**src/rtl/fir_result_quantizer_if.sv**
```systemverilog
// fir_result_quantizer_if: sample input, output FIFO handshake and status bus of the quantizer.
interface fir_result_quantizer_if #(
    parameter int IN_W       = 39,
    parameter int OUT_W      = 16,
    parameter int FIFO_DEPTH = 8
);
    logic                          i_ce;
    logic [IN_W-1:0]               i_result;
    logic                          i_ready;
    logic                          i_clear_status;
    logic [OUT_W-1:0]              o_data;
    logic                          o_valid;
    logic [$clog2(FIFO_DEPTH):0]   o_level;
    logic [15:0]                   o_sat_cnt;
    logic                          o_drop;
    modport master (
        output i_ce, i_result, i_ready, i_clear_status,
        input  o_data, o_valid, o_level, o_sat_cnt, o_drop
    );
    modport slave (
        input  i_ce, i_result, i_ready, i_clear_status,
        output o_data, o_valid, o_level, o_sat_cnt, o_drop
    );
endinterface

```
**src/rtl/fir_result_quantizer.sv**
```systemverilog
// fir_result_quantizer: rounds/rescales the FIR accumulator to OUT_W bits, saturates,
// and buffers samples in a valid/ready FIFO with saturation and drop status.
module fir_result_quantizer #(
    parameter int IN_W       = 39,
    parameter int OUT_W      = 16,
    parameter int SHIFT      = 15,
    parameter int FIFO_DEPTH = 8
) (
    input logic                   clk,
    input logic                   i_reset,
    fir_result_quantizer_if.slave bus
);
    localparam int AW = $clog2(FIFO_DEPTH);
    localparam int LW = AW + 1;
    localparam logic signed [IN_W:0] RND  = (IN_W+1)'(1) << (SHIFT - 1);
    localparam logic signed [IN_W:0] MAXV = (IN_W+1)'(2**(OUT_W-1) - 1);
    localparam logic signed [IN_W:0] MINV = ~MAXV;

    logic                    v1_q, v2_q, sat2_q, drop_q;
    logic signed [IN_W:0]    q1_q;
    logic [OUT_W-1:0]        d2_q;
    logic [OUT_W-1:0]        mem [FIFO_DEPTH];
    logic [AW-1:0]           wr_q, rd_q;
    logic [LW-1:0]           level_q, level_d;
    logic [15:0]             sat_cnt_q, sat_cnt_d;
    logic                    drop_d, sat2_d, pop, full, wr, drop_ev;
    logic signed [IN_W:0]    sum_w;
    logic [OUT_W-1:0]        d2_d;

    // One extra bit keeps the rounding add from wrapping near the positive limit.
    assign sum_w = $signed({bus.i_result[IN_W-1], bus.i_result}) + RND;

    always_comb begin
        sat2_d    = (q1_q > MAXV) || (q1_q < MINV);
        d2_d      = (q1_q > MAXV) ? {1'b0, {(OUT_W-1){1'b1}}} :
                    (q1_q < MINV) ? {1'b1, {(OUT_W-1){1'b0}}} : q1_q[OUT_W-1:0];
        pop       = bus.o_valid & bus.i_ready;
        full      = level_q == LW'(FIFO_DEPTH);
        wr        = v2_q & (~full | pop);
        drop_ev   = v2_q & full & ~pop;
        level_d   = level_q + LW'(wr) - LW'(pop);
        sat_cnt_d = bus.i_clear_status ? 16'd0 :
                    (v2_q & sat2_q & ~&sat_cnt_q) ? sat_cnt_q + 16'd1 : sat_cnt_q;
        drop_d    = bus.i_clear_status ? 1'b0 : drop_q | drop_ev;
    end

    always_ff @(posedge clk) begin
        if (i_reset) begin
            v1_q      <= 1'b0;
            v2_q      <= 1'b0;
            wr_q      <= '0;
            rd_q      <= '0;
            level_q   <= '0;
            sat_cnt_q <= '0;
            drop_q    <= 1'b0;
        end else begin
            v1_q      <= bus.i_ce;
            v2_q      <= v1_q;
            wr_q      <= wr_q + AW'(wr);
            rd_q      <= rd_q + AW'(pop);
            level_q   <= level_d;
            sat_cnt_q <= sat_cnt_d;
            drop_q    <= drop_d;
        end
    end

    // Datapath and storage carry no reset; the valids and pointers qualify them.
    always_ff @(posedge clk) begin
        q1_q   <= sum_w >>> SHIFT;
        d2_q   <= d2_d;
        sat2_q <= sat2_d;
        if (wr) mem[wr_q] <= d2_q;
    end

    assign bus.o_valid   = level_q != '0;
    assign bus.o_data    = bus.o_valid ? mem[rd_q] : '0;
    assign bus.o_level   = level_q;
    assign bus.o_sat_cnt = sat_cnt_q;
    assign bus.o_drop    = drop_q;
endmodule

```
**src/flat_wrapper.sv**
```systemverilog
// flat-port wrapper written by rule: the top's interface ports become plain ports
module fir_result_quantizer_flat 
#(
    parameter int IN_W       = 39,
    parameter int OUT_W      = 16,
    parameter int SHIFT      = 15,
    parameter int FIFO_DEPTH = 8
)
  (clk, i_reset, bus_i_ce, bus_i_result, bus_i_ready, bus_i_clear_status, bus_o_data, bus_o_valid, bus_o_level, bus_o_sat_cnt, bus_o_drop);
  fir_result_quantizer_if #(.IN_W(IN_W), .OUT_W(OUT_W), .FIFO_DEPTH(FIFO_DEPTH)) bus_i ();
  input logic clk;
  input logic i_reset;
  input wire logic [$bits(bus_i.i_ce)-1:0] bus_i_ce;
  input wire logic [$bits(bus_i.i_result)-1:0] bus_i_result;
  input wire logic [$bits(bus_i.i_ready)-1:0] bus_i_ready;
  input wire logic [$bits(bus_i.i_clear_status)-1:0] bus_i_clear_status;
  output wire logic [$bits(bus_i.o_data)-1:0] bus_o_data;
  output wire logic [$bits(bus_i.o_valid)-1:0] bus_o_valid;
  output wire logic [$bits(bus_i.o_level)-1:0] bus_o_level;
  output wire logic [$bits(bus_i.o_sat_cnt)-1:0] bus_o_sat_cnt;
  output wire logic [$bits(bus_i.o_drop)-1:0] bus_o_drop;
  assign bus_i.i_ce = bus_i_ce;
  assign bus_i.i_result = bus_i_result;
  assign bus_i.i_ready = bus_i_ready;
  assign bus_i.i_clear_status = bus_i_clear_status;
  assign bus_o_data = bus_i.o_data;
  assign bus_o_valid = bus_i.o_valid;
  assign bus_o_level = bus_i.o_level;
  assign bus_o_sat_cnt = bus_i.o_sat_cnt;
  assign bus_o_drop = bus_i.o_drop;
  fir_result_quantizer #(.IN_W(IN_W), .OUT_W(OUT_W), .SHIFT(SHIFT), .FIFO_DEPTH(FIFO_DEPTH)) u_core (.clk(clk), .i_reset(i_reset), .bus(bus_i));
endmodule
```
**config.mk**
```make
export PLATFORM = sky130hd
export DESIGN_NAME = fir_result_quantizer_flat
export DESIGN_NICKNAME = d
export VERILOG_FILES = /design/src/rtl/fir_result_quantizer_if.sv /design/src/rtl/fir_result_quantizer.sv /design/src/flat_wrapper.sv
export SDC_FILE = /design/constraint.sdc
export NUM_CORES = 1
export LEC_CHECK = 0
export BUFFER_PORTS_ARGS = -buffer_cell sky130_fd_sc_hd__buf_2
export CORE_MARGIN = 2
export CORE_UTILIZATION = 35
export DETAILED_ROUTE_END_ITERATION = 10
export GPL_ROUTABILITY_DRIVEN = 0
export GPL_TIMING_DRIVEN = 0
export SYNTH_ARGS = -nofsm -noshare
export SYNTH_HDL_FRONTEND = slang
export SYNTH_SLANG_ARGS = --single-unit
```
**constraint.sdc**
```tcl
create_clock -name clk -period 4.1 [get_ports clk]
set_input_delay 1.025 -clock clk [delete_from_list [all_inputs] [get_ports clk]]
set_output_delay 1.025 -clock clk [all_outputs]
set_load 0.02 [all_outputs]
```
# Word-level counts from Yosys, hierarchy flattened
# Memories as Yosys holds them, arrays and structs flattened. A register that Yosys moved wholly into a read port is not among the register bits.
# Cells that the tools add are included.
dict set report op_classes {
  add_sub_neg 6
  n_mul 0
  div 0
  n_lt_le_gt_ge 2
  n_eq_ne 1
  shifts 0
  mux 5
  bitwise 10
  reduce_logical 5
}
# op count
set op_table {}
lappend op_table {{adder 39 x 16 -> 40 bit, second input constant} 1}
lappend op_table {{2-to-1 mux 16 bit} 2}
lappend op_table {{greater-than comparator 25 x 16 -> 1 bit, second input constant} 1}
lappend op_table {{< comparator 25 x 16 -> 1 bit, second input constant} 1}
lappend op_table {{adder 16 x 1 -> 16 bit, second input constant} 1}
lappend op_table {{AND reduction 16 bit} 1}
lappend op_table {{adder 3 x 1 -> 3 bit} 2}
lappend op_table {{bitwise AND 1 bit} 6}
lappend op_table {{adder 4 x 1 -> 4 bit} 1}
lappend op_table {{equality test 4 bit, second input constant} 1}
lappend op_table {{nonzero test 4 bit} 1}
lappend op_table {{subtractor 4 x 1 -> 4 bit} 1}
lappend op_table {{2-to-1 mux 3 bit} 1}
lappend op_table {{2-to-1 mux 1 bit} 2}
lappend op_table {{inverter 1 bit} 2}
lappend op_table {{bitwise OR 1 bit} 2}
lappend op_table {{OR reduction 2 bit} 1}
lappend op_table {{logical NOT 1 bit} 1}
lappend op_table {{logical OR 1 bit} 1}
dict set report totals {
  reg_bits 71
  latch_bits 0
  ramBits 128
  romBits 0
  in_bits 44
  output_inout_bits 38
  wordCells 40
  memories 1
}
# name words width read_ports rd_clocked_by_memory_dff wr line
set mem_list {}
lappend mem_list {u_core.mem 8 16 1 1 1 fir_result_quantizer.sv:22} ;# logic [OUT_W-1:0] mem [FIFO_DEPTH];

# Depth between registers and ports, before layout
# Gate-level depths: netlist (run 1).
dict set report depth {
  depth_word 6
  mapped_depth 13
}

# Worst setup path before layout (run 1)
# OpenSTA, ideal clock, no wires.
dict set report synth_path {
  kind {input to register}
  startpoint {in bus_i_ready}
  endpoint {mem u_core.mem[0][0] (enable)}
  setup_time_ns 0.409
  t_arrival_ns 2.663
  path_slack_ns 1.028
  path_stages 4
  n_path_buf 0
  path_cell_list {nand2b_1 -> a31oi_1 -> nand2b_1 -> nor3_1}
}
dict set report synth_via {
  elab_chain_len 5
}
# item line
set synth_lines {}
lappend synth_lines {{start: declaration} flat_wrapper.sv:15} ;# input wire logic [$bits(bus_i.i_ready)-1:0] bus_i_ready;
lappend synth_lines {{bitwise AND 1 bit} fir_result_quantizer.sv:37} ;# pop = bus.o_valid & bus.i_ready;
lappend synth_lines {{bitwise OR 1 bit} fir_result_quantizer.sv:39} ;# wr = v2_q & (~full | pop);
lappend synth_lines {{bitwise AND 1 bit} fir_result_quantizer.sv:39}
lappend synth_lines {{2-to-1 mux 1 bit} fir_result_quantizer.sv:72} ;# if (wr) mem[wr_q] <= d2_q;
lappend synth_lines {{2-to-1 mux 1 bit (not written as such)} fir_result_quantizer.sv:72}
lappend synth_lines {{end: declaration} fir_result_quantizer.sv:22}
# Every way passes these cells.

==> impl_metrics.csv, run 1 <==
group,metric,value,unit
routing,ant_nets,0,
routing,detail_route.wirelength,15.16,mm
die,io_pins,82,
run,drv_cap,0,
cts,htreeDepth,4,
sta,timing.final.crit_share,86.83,%
setup_path,critical_path_class,"reg -> out",
sta,setup-violations-final,0,
cts,cts_root_buf,"clkbuf_16",
synthesis,netlist_area,0.007785,sq mm
min_path,hold_class,"reg -> reg",
layout,layout_commonest_cell,"edfxtp_1",
cts,cts_sinks,199,
pwr,pwr-share-clk,34.3,%
die,core.rowCount,54,
synthesis,synth_edf_count,128,
synthesis,synthDistinctLibCells,49,
setup_path,crit_path_end_kind,"primary output",
pwr,vdd_ir_drop_max,0.2953,mV
synthesis,netlist_instances,518,
sta,tightest_slew,823.4,ps
cts,clock_path_buffers,2,
die,start_util,35.67,%
global_routing,grtUsageMet2,22.24,%
sta,hold_slack,418.6,ps
synthesis,ys_top_cells_by_area,"edfxtp_1, dfxtp_1, mux4_2",
routing,vias_per_cell,4.918,
pwr,switching_power,1.407,mW
layout,diodes,0,
setup_path,path_max_fanout,10,
pwr,p_int,3.638,mW
global_routing,grt_overflow,0,
sta,period_needed,3560,ps
global_routing,busiest_layer,"met2",
synthesis,yosysTopAreaCellShare,49.37,%
global_routing,grt_max_degree,20,
layout,postLayoutCoreUtil,42.43,%
layout,mostFrequentLayoutCells,"edfxtp_1, buf_2, dfxtp_1",
run_status,status,"complete, no violations",
sta,fmax,0.2809,GHz
global_routing,track_usage,13.24,%
cts,clock_latency,420,ps
die,die-width,153.1,um
routing,drt_iter0_markers,278,
routing,remaining_drc_errors,0,
layout,drive_gt1_share,25.84,%
synthesis,syn_area_per_cell,15.03,sq um
setup_path,startpoint_type,"flip-flop",
layout,final_net_count,671,
cts,cts_tree,"yes",
cts,hold_buffers,0,
die,core_region_area,0.02182,sq mm
die,die_y,153.1,um
sta,hold_violations,0,
layout,syn_to_final_growth,18.95,%
synthesis,ys_ff_latch,199,
placed_design,portBuffers,67,
pwr,power_frac_comb,21.0,%
synthesis,synth.yosys.seq_area_share,67.63,%
synthesis,yosysTopAreaCell,"edfxtp_1",
pwr,p_sw_share,27.89,%
pwr,p_leak,3.259,nW
sta,tns,0,ps
setup_path,worst_ep_arrival_time,2540,ps
global_routing,grt_pass1_wl,23.75,mm
pwr,p_per_area,544.9,mW/mm^2
cts,path_clk_slew,70,ps
global_routing,grt_pass1_vias,4440,
synthesis,synth_warnings,0,
cts,cts_buffers,17,
global_routing,met3_usage,3.176,%
synthesis,async_flop_share,0,%
placed_design,dp.cells,875,
synthesis,syn_nets,575,
placed_design,place_hpwl,10.87,mm
sta,relSlewSlack,45.11,%
global_routing,grt_antenna_before_repair,0,
global_routing,met1_usage,17.27,%
sta,rsz0062_at_grt,"false",
setup_path,worstPathRequired,3070,ps
die,dieArea,0.02345,sq mm
sta,finalMaxSlewViolations,0,
cts,post_cts_resized,0,
routing,wl_per_cell,16.71,um
pwr,seqPwrFrac,44.7,%
sta,finClkSkew,13.32,ps
routing,num_vias,4461,
layout,stdcell_count,907,
synthesis,synth_ff_type,"edfxtp_1",
cts,post_cts_buffers,0,
routing,first_pass_iters,5,
-- synth_stat cells (2+ instances only) --
| master | n |
|---|---|
| mux2i_1 | 18 |
| and3_1 | 5 |
| dfxtp_1 | 71 |
| and2_1 | 2 |
| xor2_1 | 7 |
| buf_2 | 4 |
| nand4b_1 | 2 |
| nor4_1 | 3 |
| ha_1 | 12 |
| a211oi_1 | 3 |
| a31oi_1 | 5 |
| nor4_2 | 2 |
| nor3_1 | 7 |
| edfxtp_1 | 128 |
| nand3_1 | 13 |
| a21oi_1 | 7 |
| o31ai_1 | 4 |
| nand4_1 | 11 |
| mux4_2 | 32 |
| and4_1 | 4 |
| o21ai_0 | 5 |
| nand2_1 | 51 |
| inv_1 | 14 |
| xnor2_1 | 20 |
| clkbuf_1 | 13 |
| or3_1 | 6 |
| nor2b_1 | 7 |
| nand2b_1 | 4 |
| nor2_1 | 37 |
| a41oi_1 | 2 |
-- flip-flops by register name, indices dropped and copies added (netlist names) --
| name | cells |
|---|---|
| u_core.bus.o_drop | 1 |
| u_core.sat2_q | 1 |
| u_core.bus.o_level | 4 |
| u_core.wr_q | 3 |
| u_core.rd_q | 3 |
| u_core.q1_q | 25 |
| u_core.v2_q | 1 |
| u_core.d2_q | 16 |
| u_core.bus.o_sat_cnt | 16 |
| u_core.mem | 128 |
| u_core.v1_q | 1 |
-- per-stage QoR --
step                      total power, mW  setup WS [ps]  area [sq um]
after detailed placement            3.386          966.0          8631
final                               5.046          539.8          9260
after CTS                           5.111          496.7          9260
after global routing                5.287          352.2          9260
after global placement              3.356         -356.3          8471
after floorplan                     3.037           1028          7785
-- power by group through the flow --
stage          registers, mW  clock network (mW)  logic, mW
6_report                2.25                1.73       1.06
5_1_grt                 2.26                1.86       1.17
4_1_cts                 2.26                1.77       1.09
3_5_place_dp            2.30                   0       1.09
3_3_place_gp            2.29                   0       1.06
2_1_floorplan           2.30                   0      0.734
-- logic make-up (layout without fill, tap and decap cells) --
| logic type | Yosys count | count (layout) | synth area share, % |
|---|---|---|---|
| flops | 199 | 199 | 67.63 |
| simple gates | 164 | 164 | 11.04 |
| compound gates | 34 | 34 | 2.973 |
| fa+ha+maj | 13 | 13 | 2.186 |
| xor+xnor | 27 | 27 | 3.038 |
| mux | 50 | 50 | 11.57 |
| buf+inv | 31 | 140 | 1.559 |
-- critical path, cell delays in order (launching register included) --
cell and delay (ps):
dfxtp_1 340, clkbuf_1 270, buf_2 460, mux4_2 570, mux2i_1 220, nor2_1 60, buf_2 180
-- layer usage --
metal  wire, um  vias to the layer above  part of all wire (%)
met1       6971                     2198                    46
met3        524                       10                   3.5
met4        131                        0                  0.86
li1           -                     2158                     -
met5          0                        -                     0
met2       7534                       95                    50
-- final timing paths --
check,startpoint,end,slack [ps],cells past startpoint
hold / removal,u_core.q1_q[10],u_core.d2_q[10],420,2
hold reg to reg,u_core.q1_q[10],u_core.d2_q[10],420,2
setup reg to reg,u_core.bus.o_level[1],u_core.bus.o_level[2],1440,12
setup / recovery,u_core.rd_q[0],bus_o_data[14],540,6
-- layout make-up --
type / count / area [sq um]
Timing Repair Buffer: 77 / 470.5
Sequential cell: 199 / 5265
Buffer: 17 / 68.82
Fill cell: 1944 / 12560
Tap cell: 280 / 350.3
Multi-Input combinational cell: 288 / 2424
Clock inverter: 14 / 200.2
Inverter: 14 / 52.55
Clock buffer: 18 / 429.2
(Power assumes the default switching activity.)
==> run 2, diff against run 1 <==
--- a/config.mk
+++ b/config.mk
@@ -11,6 +11,7 @@
 export DETAILED_ROUTE_END_ITERATION = 10
 export GPL_ROUTABILITY_DRIVEN = 0
 export GPL_TIMING_DRIVEN = 0
+export RECOVER_POWER = 50
 export SYNTH_ARGS = -nofsm -noshare
 export SYNTH_HDL_FRONTEND = slang
 export SYNTH_SLANG_ARGS = --single-unit
==> run 2 against run 1 <==
  * Non-clock buffer count did not move
  * Flip-flop and latch count did not move
  * Die area did not move
  * Sequential share of layout area rose by 0.22 points
  * Utilization fell by 0.16 points
  * Critical endpoint unchanged
  * Register-to-register slack barely moved
  * Clock skew rose by 0.78 ps
  * Fmax rose by 0.50%
  * Largest cell class unchanged
  * Clock power barely moved
==> impl_metrics.csv, run 2 (synthesis gave the netlist of run 1 again) <==
group,metric,value,unit
layout,top_register,"u_core.mem",
cts,cts_buffers,17,
sta,finClkSkew,14.10,ps
run_status,status,"complete, no violations",
routing,detail_route.wirelength,15.14,mm
sta,hold_violations,0,
cts,cts_tree,"yes",
routing,vias_per_cell,4.944,
sta,rsz0062_at_grt,"false",
layout,mostFrequentLayoutCells,"edfxtp_1, dfxtp_1, buf_2",
sta,period_needed,3543,ps
pwr,p_leak,3.227,nW
placed_design,portBuffers,67,
layout,largest_reg_flops,128,
placed_design,place_hpwl,10.87,mm
setup_path,worstSetupEndpoint,"bus_o_data[14]",
min_path,hold_start,"u_core.q1_q[10]",
setup_path,reg2regPathDepth,12,
routing,wl_per_cell,16.69,um
cts,clock_latency,420,ps
die,io_pins,82,
sta,fmax,0.2823,GHz
setup_path,path_buf_inv,3,
die,die-width,153.1,um
sta,relSlewSlack,19.87,%
cts,clock_path_buffers,2,
sta,timing.final.crit_share,86.41,%
cts,post_cts_buffers,0,
setup_path,worst_ep_arrival_time,2520,ps
global_routing,grt_pass1_vias,4440,
pwr,totalPowerFinal,5.046,mW
cts,hold_buffers,0,
setup_path,path_cells,"clkbuf_1 -> buf_2 -> mux4_2 -> mux2i_1 -> nor2_1 -> buf_2",
sta,setup-violations-final,0,
run,drv_cap,0,
setup_path,crit_path_end_kind,"primary output",
sta,hold_slack,418.4,ps
layout,syn_to_final_growth,18.50,%
setup_path,critical_path_class,"reg -> out",
setup_path,critPathMaxStageDelay,570,ps
global_routing,track_usage,13.24,%
global_routing,grt_antenna_before_repair,0,
die,die_y,153.1,um
cts,cts_root_buf,"clkbuf_16",
min_path,hold_class,"reg -> reg",
layout,drive_gt1_share,24.56,%
layout,diodes,0,
setup_path,cpLargestDelayFamily,"buffers and inverters",
die,start_util,35.67,%
cts,htreeDepth,4,
sta,tightest_slew,1191,ps
routing,remaining_drc_errors,0,
sta,finalMaxSlewViolations,0,
die,core.rowCount,54,
layout,reg_top3,"u_core.mem x128, u_core.q1_q x25",
cts,path_clk_slew,70,ps
die,dieArea,0.02345,sq mm
setup_path,path_max_fanout,10,
layout,layout_commonest_cell,"edfxtp_1",
global_routing,grt_max_degree,20,
setup_path,regToRegEndpoint,"u_core.bus.o_level[2]",
setup_path,worstPathRequired,3070,ps
setup_path,cp_slowest_cell,"mux4_2",
routing,first_pass_iters,4,
cts,post_cts_resized,0,
layout,final_net_count,671,
global_routing,grt_pass1_wl,23.75,mm
setup_path,rrSetupSlack,1440,ps
setup_path,worstReg2RegStart,"u_core.bus.o_level[1]",
global_routing,grt_overflow,0,
setup_path,path_depth,6,
setup_path,startpoint_type,"flip-flop",
pwr,p_per_area,546.9,mW/mm^2
routing,drt_iter0_markers,265,
pwr,vdd_ir_drop_max,0.2953,mV
cts,cts_sinks,199,
setup_path,startpoint,"u_core.rd_q[0]",
die,core_region_area,0.02182,sq mm
routing,ant_nets,0,
routing,num_vias,4484,
setup_path,crit_top_cell,"buf_2",
-- run 2: through the flow --
stage | TNS [ps] | util, % | setup WS (ps) | area (sq um) | cells
finish | 0 | 42.27 | 557.3 | 9225 | 907
global route | 0 | 42.27 | 352.2 | 9225 | 907
CTS | 0 | 42.43 | 496.7 | 9260 | 907
detailed placement | 0 | 39.55 | 966.0 | 8631 | 875
global placement | -11310 | 38.81 | -356.3 | 8471 | 865
floorplan | 0 | - | 1028 | 7785 | 518
-- run 2: layout make-up --
class                      instances  area [sq um]
tap                              280         350.3
timing repair buffer              77         465.4
inverter                          14         52.55
sequential                       199          5265
fill                            1948         12600
buffer                            17         68.82
multi-input combinational        288          2394
clock buffer                      18         429.2
clock inverter                    14         200.2
-- run 2: where the power goes --
part	total, mW	leakage (nW)	internal (mW)	switching, mW
clock	1.73	0.305	0.989	0.742
combinational	1.06	1.19	0.447	0.613
sequential	2.25	1.73	2.20	0.0535
-- run 2: routing by layer --
metal / vias to the layer above / share of wire [%] / global-route usage (%)
li1: 2159 / - / -
met1: 2207 / 46 / 17.27
met2: 108 / 50 / 22.24
met3: 10 / 3.7 / 3.176
met4: 0 / 0.86 / 3.527
met5: - / 0 / 0
-- run 2: worst min path at each step --
| stage | endpoint | cells past startpoint |
|---|---|---|
| final | u_core.d2_q[10] | 2 |
| after global routing | u_core.d2_q[10] | 2 |
| after CTS | u_core.d2_q[10] | 2 |
| after detailed placement | u_core.d2_q[10] | 2 |
| after global placement | u_core.d2_q[13] | 2 |
| after floorplan | u_core.d2_q[0] | 2 |
-- run 2: worst reg2reg max path, cell delays in order, from the launching register on --
cell and delay (ps):
dfxtp_1 360, nor2_1 200, and2_1 150, clkbuf_1 400, inv_1 100, and2_1 220
ha_1 280, inv_1 50, ha_1 160, inv_1 60, fa_1 370, xor2_1 130
nor2_1 50
==> run 3, diff against run 2 <==
--- a/config.mk
+++ b/config.mk
@@ -11,6 +11,7 @@
 export DETAILED_ROUTE_END_ITERATION = 10
 export GPL_ROUTABILITY_DRIVEN = 0
 export GPL_TIMING_DRIVEN = 0
+export PLACE_DENSITY = 0.57
 export RECOVER_POWER = 50
 export SYNTH_ARGS = -nofsm -noshare
 export SYNTH_HDL_FRONTEND = slang
==> run 3 against run 2 <==
  * Critical endpoint unchanged
  * Final area fell by 1.2%
  * Clock skew down 2.3 ps
  * Power fell by 4.3%
  * Final cell count shrank 0.33%
  * Worst hold slack better by 11 ps
  * Wire length hardly changed
  * Count of clock-buffer cells in the layout fell by 1
  * Largest power group unchanged
  * First-iteration DRC count fell by 22%
==> impl_metrics.csv, run 3 (synthesis gave the netlist of run 1 again) <==
group,metric,value,unit
run_status,status,"complete, no violations",
global_routing,grt_overflow,0,
pwr,totalPowerFinal,4.831,mW
routing,first_pass_iters,4,
pwr,p_int,3.440,mW
min_path,hold_class,"reg -> reg",
placed_design,pre_cts_ws,951.5,ps
layout,final_net_count,669,
sta,setup_slack,532.5,ps
setup_path,reg2regPathDepth,13,
layout,largest_reg_flops,128,
min_path,holdPathEnd,"u_core.d2_q[12]",
setup_path,path_cells,"clkbuf_1 -> buf_2 -> mux4_2 -> mux2i_1 -> nor2_1 -> buf_2",
setup_path,critical_path_class,"reg -> out",
sta,setup-violations-final,0,
min_path,min_path_cells,2,
layout,top_register,"u_core.mem",
pwr,seqPwrFrac,46.7,%
placed_design,dpl_cell_area,0.008616,sq mm
cts,post_cts_resized,0,
layout,stdcell_count,904,
min_path,hold_start,"u_core.q1_q[12]",
setup_path,worstPathRequired,3070,ps
pwr,switching_power,1.391,mW
setup_path,cpLargestDelayFamily,"buffers and inverters",
layout,drive_gt1_share,23.56,%
die,die_y,153.1,um
cts,htreeDepth,4,
setup_path,critPathMaxStageDelay,570,ps
setup_path,crit_top_cell,"buf_2",
cts,cts_tree,"yes",
setup_path,crit_path_end_kind,"primary output",
setup_path,startpoint_type,"flip-flop",
setup_path,rrSetupSlack,1450,ps
setup_path,cp_slowest_cell,"mux4_2",
layout,mostFrequentLayoutCells,"edfxtp_1, dfxtp_1, buf_2",
die,core_region_area,0.02182,sq mm
setup_path,worstReg2RegStart,"u_core.bus.o_level[2]",
sta,finalMaxSlewViolations,0,
die,start_util,35.67,%
cts,cts_sinks,199,
placed_design,dp.cells,873,
setup_path,worst_ep_arrival_time,2540,ps
die,io_pins,82,
routing,wl_per_cell,16.76,um
pwr,p_per_area,529.8,mW/mm^2
routing,vias_per_cell,4.946,
sta,relSlewSlack,18.92,%
layout,postLayoutCoreUtil,41.78,%
placed_design,portBuffers,67,
global_routing,grt_pass1_vias,4660,
pwr,p_leak,3.166,nW
pwr,vdd_ir_drop_max,0.2922,mV
cts,cts_buffers,17,
placed_design,place_hpwl,11.11,mm
pwr,pwr-share-clk,31.6,%
sta,hold_violations,0,
layout,fin_area,0.009117,sq mm
die,dieArea,0.02345,sq mm
setup_path,path_max_fanout,10,
sta,timing.final.crit_share,87.01,%
cts,cts_root_buf,"clkbuf_16",
layout,reg_top3,"u_core.mem x128, u_core.q1_q x25",
routing,num_vias,4471,
global_routing,grt_pass1_wl,24.51,mm
sta,fmax,0.2803,GHz
setup_path,path_buf_inv,3,
layout,layout_commonest_cell,"edfxtp_1",
sta,period_needed,3567,ps
cts,clock_path_buffers,2,
routing,remaining_drc_errors,0,
global_routing,grt_max_degree,19,
run,drv_cap,0,
layout,diodes,0,
sta,tns,0,ps
routing,drt_iter0_markers,206,
die,die-width,153.1,um
global_routing,track_usage,13.50,%
setup_path,regToRegEndpoint,"u_core.bus.o_level[2]",
cts,clock_latency,430,ps
pwr,p_sw_share,28.79,%
routing,detail_route.wirelength,15.15,mm
cts,post_cts_buffers,0,
routing,ant_nets,0,
global_routing,grt_antenna_before_repair,0,
sta,finClkSkew,11.79,ps
layout,syn_to_final_growth,17.12,%
cts,hold_buffers,0,
cts,path_clk_slew,70,ps
sta,rsz0062_at_grt,"false",
die,core.rowCount,54,
setup_path,path_depth,6,
pwr,power_frac_comb,21.7,%
layout,num-fill-cells,1992,
setup_path,startpoint,"u_core.rd_q[0]",
sta,tightest_slew,1205,ps
sta,hold_slack,429.0,ps
[run 3: cell count changes in the layout (fill, tap and decap cells not counted), sizes merged]
cell | previous run | this run
clkbuf | 35 | 37
clkinv | 2 | 5
buf | 77 | 72
bufinv | 3 | 0
[run 3: worst max-delay path by stage]
stage,endpoint
after floorplan,u_core.mem[0][0]
after global placement,u_core.mem[0][8]
after detailed placement,bus_o_data[14]
after CTS,bus_o_data[14]
after global routing,bus_o_data[14]
final,bus_o_data[14]
[run 3: routing by layer]
layer  vias up  GRT usage (%)  wire (um)
met5         -              0          0
met4         0          4.233        171
met3        13          3.317        638
met2        94          23.49       7709
met1      2217          16.59       6630
li1       2147              -          -
[run 3: tightest hold or removal path, cell delays in order, from the launching register on]
cell	delay, ps
dfxtp_1	300
nand2_1	50
nand2_1	40
[run 3: cell type report]
class                           count  area [sq um]  share of cell area, %
Buffer                             17         68.82                 0.7548
Sequential cell                   199          5265                  57.75
Timing Repair Buffer               75         446.7                  4.899
Clock buffer                       17         425.4                  4.666
Clock inverter                     14         115.1                  1.263
Multi-Input combinational cell    288          2394                  26.25
Tap cell                          280         350.3                  3.842
Inverter                           14         52.55                 0.5764
[run 3: power by group through the flow]
| stage | Combinational, mW | Sequential, mW | Clock (mW) |
|---|---|---|---|
| floorplan | 0.734 | 2.30 | 0 |
| global placement | 1.05 | 2.30 | 0 |
| detailed placement | 1.08 | 2.30 | 0 |
| CTS | 1.09 | 2.26 | 1.57 |
| global route | 1.17 | 2.27 | 1.65 |
| finish | 1.05 | 2.26 | 1.53 |
